## src/rtl/operand_fetch_stage.sv

```systemverilog
// operand_fetch_stage: operand select, hazard detection and ID/EX latch.
// Define OPERAND_FETCH_FWD_EN to enable the bypass network; otherwise any pending producer stalls ID.
module operand_fetch_stage #(
  parameter int W = 32,
  parameter int CW = 8
) (
  input  logic          CLK,
  input  logic          C_n,
  input  logic          id_valid,
  input  logic          id_usea,
  input  logic          id_useb,
  input  logic          id_regw,
  input  logic          id_memrd,
  input  logic [3:0]    id_ra,
  input  logic [3:0]    id_rb,
  input  logic [3:0]    id_rd,
  input  logic [W-1:0]  id_imm,
  input  logic [CW-1:0] id_ctrl,
  output logic [3:0]    RA,
  output logic [3:0]    RB,
  input  logic [W-1:0]  BusA,
  input  logic [W-1:0]  BusB,
  input  logic [W-1:0]  ex_result,
  input  logic          mem_regw,
  input  logic          wb_regw,
  input  logic [3:0]    mem_rd,
  input  logic [3:0]    wb_rd,
  input  logic [W-1:0]  mem_data,
  input  logic [W-1:0]  wb_data,
  input  logic          hold_in,
  input  logic          flush,
  output logic          stall_out,
  output logic          ex_valid,
  output logic          ex_regw,
  output logic          ex_memrd,
  output logic [3:0]    ex_rd,
  output logic [W-1:0]  ex_opA,
  output logic [W-1:0]  ex_opB,
  output logic [W-1:0]  ex_imm,
  output logic [CW-1:0] ex_ctrl,
  output logic [15:0]   stall_cnt
);
  logic hazard;
  logic [W-1:0] op_a, op_b;
  assign RA = id_ra;
  assign RB = id_rb;
`ifdef OPERAND_FETCH_FWD_EN
  function automatic logic [W-1:0] sel(input logic [3:0] s, input logic [W-1:0] bus);
    sel = (ex_valid && ex_regw && !ex_memrd && ex_rd == s) ? ex_result :
          (mem_regw && mem_rd == s) ? mem_data :
          (wb_regw && wb_rd == s) ? wb_data : bus;
  endfunction
  assign op_a = sel(id_ra, BusA);
  assign op_b = sel(id_rb, BusB);
  assign hazard = id_valid && ex_valid && ex_regw && ex_memrd &&
                  ((id_usea && ex_rd == id_ra) || (id_useb && ex_rd == id_rb));
`else
  function automatic logic busy(input logic [3:0] s);
    busy = (ex_valid && ex_regw && ex_rd == s) || (mem_regw && mem_rd == s) || (wb_regw && wb_rd == s);
  endfunction
  logic unused_fwd;
  assign unused_fwd = ^{ex_result, mem_data, wb_data};
  assign op_a = BusA;
  assign op_b = BusB;
  assign hazard = id_valid && ((id_usea && busy(id_ra)) || (id_useb && busy(id_rb)));
`endif
  // Gated by C_n so a held-off pipeline never sees a freeze while in reset.
  assign stall_out = C_n && (hazard || hold_in) && !flush;
  always_ff @(posedge CLK or negedge C_n) begin
    if (!C_n) begin
      ex_valid  <= 1'b0;
      ex_regw   <= 1'b0;
      ex_memrd  <= 1'b0;
      ex_rd     <= '0;
      ex_opA    <= '0;
      ex_opB    <= '0;
      ex_imm    <= '0;
      ex_ctrl   <= '0;
      stall_cnt <= '0;
    end else begin
      if (flush || (!hold_in && hazard)) begin
        ex_valid <= 1'b0;
        ex_regw  <= 1'b0;
        ex_memrd <= 1'b0;
      end else if (!hold_in) begin
        ex_valid <= id_valid;
        ex_regw  <= id_regw;
        ex_memrd <= id_memrd;
        ex_rd    <= id_rd;
        ex_opA   <= op_a;
        ex_opB   <= op_b;
        ex_imm   <= id_imm;
        ex_ctrl  <= id_ctrl;
      end
      if (hazard && !hold_in && !flush && stall_cnt != 16'hFFFF) stall_cnt <= stall_cnt + 16'd1;
    end
  end
endmodule

```

## config.mk

```make
export PLATFORM = sky130hd
export DESIGN_NAME = operand_fetch_stage
export DESIGN_NICKNAME = d
export VERILOG_FILES = /design/src/rtl/operand_fetch_stage.sv
export SDC_FILE = /design/constraint.sdc
export NUM_CORES = 1
export LEC_CHECK = 0
export BUFFER_PORTS_ARGS = -buffer_cell sky130_fd_sc_hd__buf_2
export CAP_MARGIN = 20
export CORE_MARGIN = 10
export CORE_UTILIZATION = 29
export DETAILED_ROUTE_END_ITERATION = 6
export GPL_TIMING_DRIVEN = 0
export PLACE_DENSITY = 0.57
export SLEW_MARGIN = 20
export SYNTH_ARGS = -nofsm -noshare
export SYNTH_HDL_FRONTEND = slang
export SYNTH_SLANG_ARGS = --single-unit
```

## constraint.sdc

```tcl
create_clock -name CLK -period 3.05 [get_ports CLK]
set_clock_uncertainty 0.2 [all_clocks]
set_input_delay 0.61 -clock CLK [delete_from_list [all_inputs] [get_ports CLK]]
set_output_delay 0.61 -clock CLK [all_outputs]
set_load 0.01 [all_outputs]
```

==> key figures <==
Synth
  – Cell Area, Synth: around 5300 um^2
  – Synth area leaders: dfrtp_1 (60%), mux2_2 (19%), mux2_1 (4.2%)
  – Synth warnings: 0
  – Seq/Total Area, Yosys: 0.598
  – Yosys top cell by area: dfrtp_1
  – Post-Synthesis Cells: 368
  – Flops & latches, synth: 127
  – Area fraction of the dominant cell type after synthesis: 0.598
  – Post-synthesis net count: 600
  – Synth unique cells: 28
  – Mean Syn Cell Area: around 14 um^2

Min path
  – HP Class: input pin to register

Place
  – DP Wirelength: 12,500 um
  – GP Congestion: 0.781
  – Place WS: -0.195 ns
  – PortBufs: 270

STA
  – Final setup margin: 0.174 ns
  – Minimum clock period: approximately 2.9 ns
  – Relative slew margins: 0.601
  – Max frequency: about 0.35 GHz
  – Pins Over Slew Limit: 0
  – RSZ-0062 raised after global routing: no
  – Tcrit/Tclk final: 0.943
  – Worst-Margin Slew: 0.592 ns
  – Hold Vio Cnt, Final: 0
  – Final setup viols: 0
  – Final hold slack: 0.215 ns

Global routing
  – Grt ovf: 0
  – M3 GR Usage: 0.0620
  – First-pass GRT wire length: around 25,000 um
  – Gr busiest metal: met2
  – Initial antenna violation count: 1
  – Largest net degree at the start of global routing: between 70 and 80
  – Met2 Usage GRT: 0.209
  – Tot GR Track Use: 0.127
  – GR Layer Usage met1: 0.137
  – Vias in the first global route: 4,530

Setup path
  – Critical-path top delay cell: dfrtp_1
  – Delay-heaviest family, CP: compound AO/OA/AOI/OAI gates
  – CP startpoint kind: register
  – Crit path required time: roughly 2.2 ns
  – CP bufs+invs: 2
  – Critical path, cell by cell: xnor2_1, nand3_1, o21ai_1, o31ai_4, clkbuf_2, a21oi_1, buf_2
  – Slowest stage delay, CP: 0.42 ns
  – Reg2Reg Setup Slack: ~0.42 ns
  – Critical Path Sink Type: output port
  – Critical path class: register to output port
  – Critical Path AT: around 2.1 ns
  – Max FO, Critical Path: 10

Status
  – Status: finished clean

Floorplan
  – Die Wd: 155 um
  – Row cnt: 49
  – Die area: 24,100 um^2
  – Core area: 18,000 um^2
  – DIE HEIGHT: 155 um
  – Boundary pin count: ~370
  – Initial Util: 0.295

Clocking
  – CTS max path bufs: 2
  – Clk_lat worst skew: approximately 0.41 ns
  – CTS Root Cell: clkbuf_16
  – TritonCTS clock tree: done
  – Clk slew on worst S/H paths: around 0.060 ns
  – TritonCTS Sinks: 127
  – H-Tree Depth: 4
  – TritonCTS Buffers: 17

Power
  – VDD IR max: 346 uV
  – Leakage: 0.00378 uW
  – Power Dens Cells: 668 nW/um^2

Detailed routing
  – Routed len/inst: 17.3 um
  – Residual DRC: 0
  – Drt total wl: 15,600 um
  – Via/cell ratio: around 4.4
  – Vias post-DR: a little under 4,000
  – 1st-iter DRT viols: 48
  – Router iterations before antenna repair: 5
  – Final ANT Viol Nets: 0

Cells and area
  – Ant diodes: 0
  – Area delta synth->final: 43.5%
  – Fin util: 0.423
  – Share of cells above drive strength 1: 0.620
  – Nets: 892

Job
  – Max Cap Viol: 0
[worst paths after layout]
kind | from | end | cells after the start
worst max register to register | stall_cnt[1]$_DFFE_PN0P_ | stall_cnt[2]$_DFFE_PN0P_ | 8
worst max-delay path | ex_rd[0]$_DFFE_PN0P_ | stall_out | 7
worst min-delay path | BusB[19] | ex_opB[19]$_DFFE_PN0P_ | 2
min in group asynchronous | C_n | stall_cnt[9]$_DFFE_PN0P_ | 2
max in group asynchronous | C_n | ex_opA[4]$_DFFE_PN0P_ | 3
worst min register to register | ex_opB[9]$_DFFE_PN0P_ | ex_opB[9]$_DFFE_PN0P_ | 1
[Yosys cell counts]
| cell | n |
|---|---|
| buf_8 | 2 |
| a32o_1 | 1 |
| inv_1 | 4 |
| nand4_1 | 6 |
| or2_2 | 1 |
| clkbuf_1 | 2 |
| nor3_1 | 11 |
| o21ai_1 | 2 |
| nand2_1 | 11 |
| nor4_1 | 7 |
| nand3_1 | 11 |
| and4_1 | 1 |
| mux2_1 | 20 |
| and2_1 | 2 |
| a21oi_1 | 2 |
| o21ai_2 | 1 |
| and3_1 | 1 |
| buf_6 | 1 |
| xor2_1 | 24 |
| dfrtp_1 | 127 |
| ha_1 | 1 |
| o31ai_4 | 1 |
| mux2_2 | 89 |
| nor2_1 | 4 |
| buf_4 | 17 |
| nand2b_1 | 2 |
| xnor2_1 | 15 |
| o21ai_0 | 2 |
[per-stage QoR]
| stage | cells | power, uW | area (um^2) | setup TNS (ns) |
|---|---|---|---|---|
| finish | 902 | 5100 | 7620 | 0 |
| global route | 902 | 5380 | 7620 | 0 |
| floorplan | 368 | 2540 | 5320 | 0 |
| CTS | 902 | 5190 | 7620 | 0 |
| detailed placement | 868 | 3050 | 6990 | -2.03 |
| global placement | 867 | 3020 | 6950 | -59.17 |
[repair_timing]
| item | in CTS | in global routing |
|---|---|---|
| hold buffers | 1 | 0 |
| endpoints found under the setup margin | 1 | 0 |
| buffers inserted | 1 | 0 |
| gates resized for setup | 1 | 0 |
| endpoints found under the hold margin | 56 | 0 |
[power breakdown]
group          total, uW  internal (uW)  switching [uW]
clock               2100           1320             779
combinational        930            477             453
sequential          2070           1930             134
[worst register-to-register path, delay by kind of cell (launching register included)]
kind	cells	cell delay, ns
XOR/XNOR	1	0.17
AO/OA/AOI/OAI	1	0.51
adder cells (fa/ha/maj)	1	0.19
flip-flops	1	0.43
AND/OR/NAND/NOR	4	0.61
buffers and inverters	1	0.39
[cells by family (layout without fill, tap and decap cells)]
group                      count (synthesis)  in the layout  share of synthesized area
DFF                                      127            127                      0.598
muxes                                    109            109                      0.231
and+or+nand+nor                           57             57                     0.0553
xor gates and xnor gates                  39             39                     0.0643
buffers and inverters                     26            331                     0.0360
AOI/OAI and AO/OA                          9              9                     0.0132
adders and majority gates                  1              1                    0.00235
[flip-flops by register name (all words and copies together) (netlist names)]
name,cells
ex_opA,32
stall_cnt,16
ex_ctrl,8
ex_rd,4
ex_imm,32
ex_opB,32
ex_valid,1
ex_memrd,1
ex_regw,1
[metal layers]
layer,vias up,part of all wire
li1,1868,-
met1,1902,0.39
met2,172,0.49
met3,23,0.098
met4,2,0.020
met5,-,0.0013
[layout make-up]
cell class / instances / area, um^2
repair buffers: 273 / 1400
multi-input cells: 215 / 1950
well taps: 229 / 287
inverters: 4 / 15.0
clock buffers: 18 / 439
clock inverters: 14 / 180
plain buffers: 22 / 178
flip-flops and latches: 127 / 3180
fillers: 1736 / 10400
[layout by cell type (no fill, tap or decap)]
master	n
clkbuf_8	1
xor2_1	24
clkinvlp_4	2
o31ai_4	1
clkbuf_16	17
inv_6	4
and3_1	1
clkbuf_2	1
dlygate4sd3_1	1
inv_1	4
clkbuf_1	1
buf_8	2
bufinv_16	3
nor2_1	4
ha_1	1
o21ai_0	2
mux2_2	89
mux2_1	20
and4_1	1
a32o_1	1
and2_1	2
dfrtp_1	127
nand2_1	11
o21ai_1	2
xnor2_1	15
buf_2	269
a21oi_1	2
o21ai_2	1
nor3_1	11
buf_16	1
buf_6	2
buf_4	18
nor4_1	7
clkinv_2	1
nand4_1	6
nand2b_1	2
nand3_1	11
clkinv_4	4
or2_2	1
No activity file was read; power rests on OpenSTA's default activity.
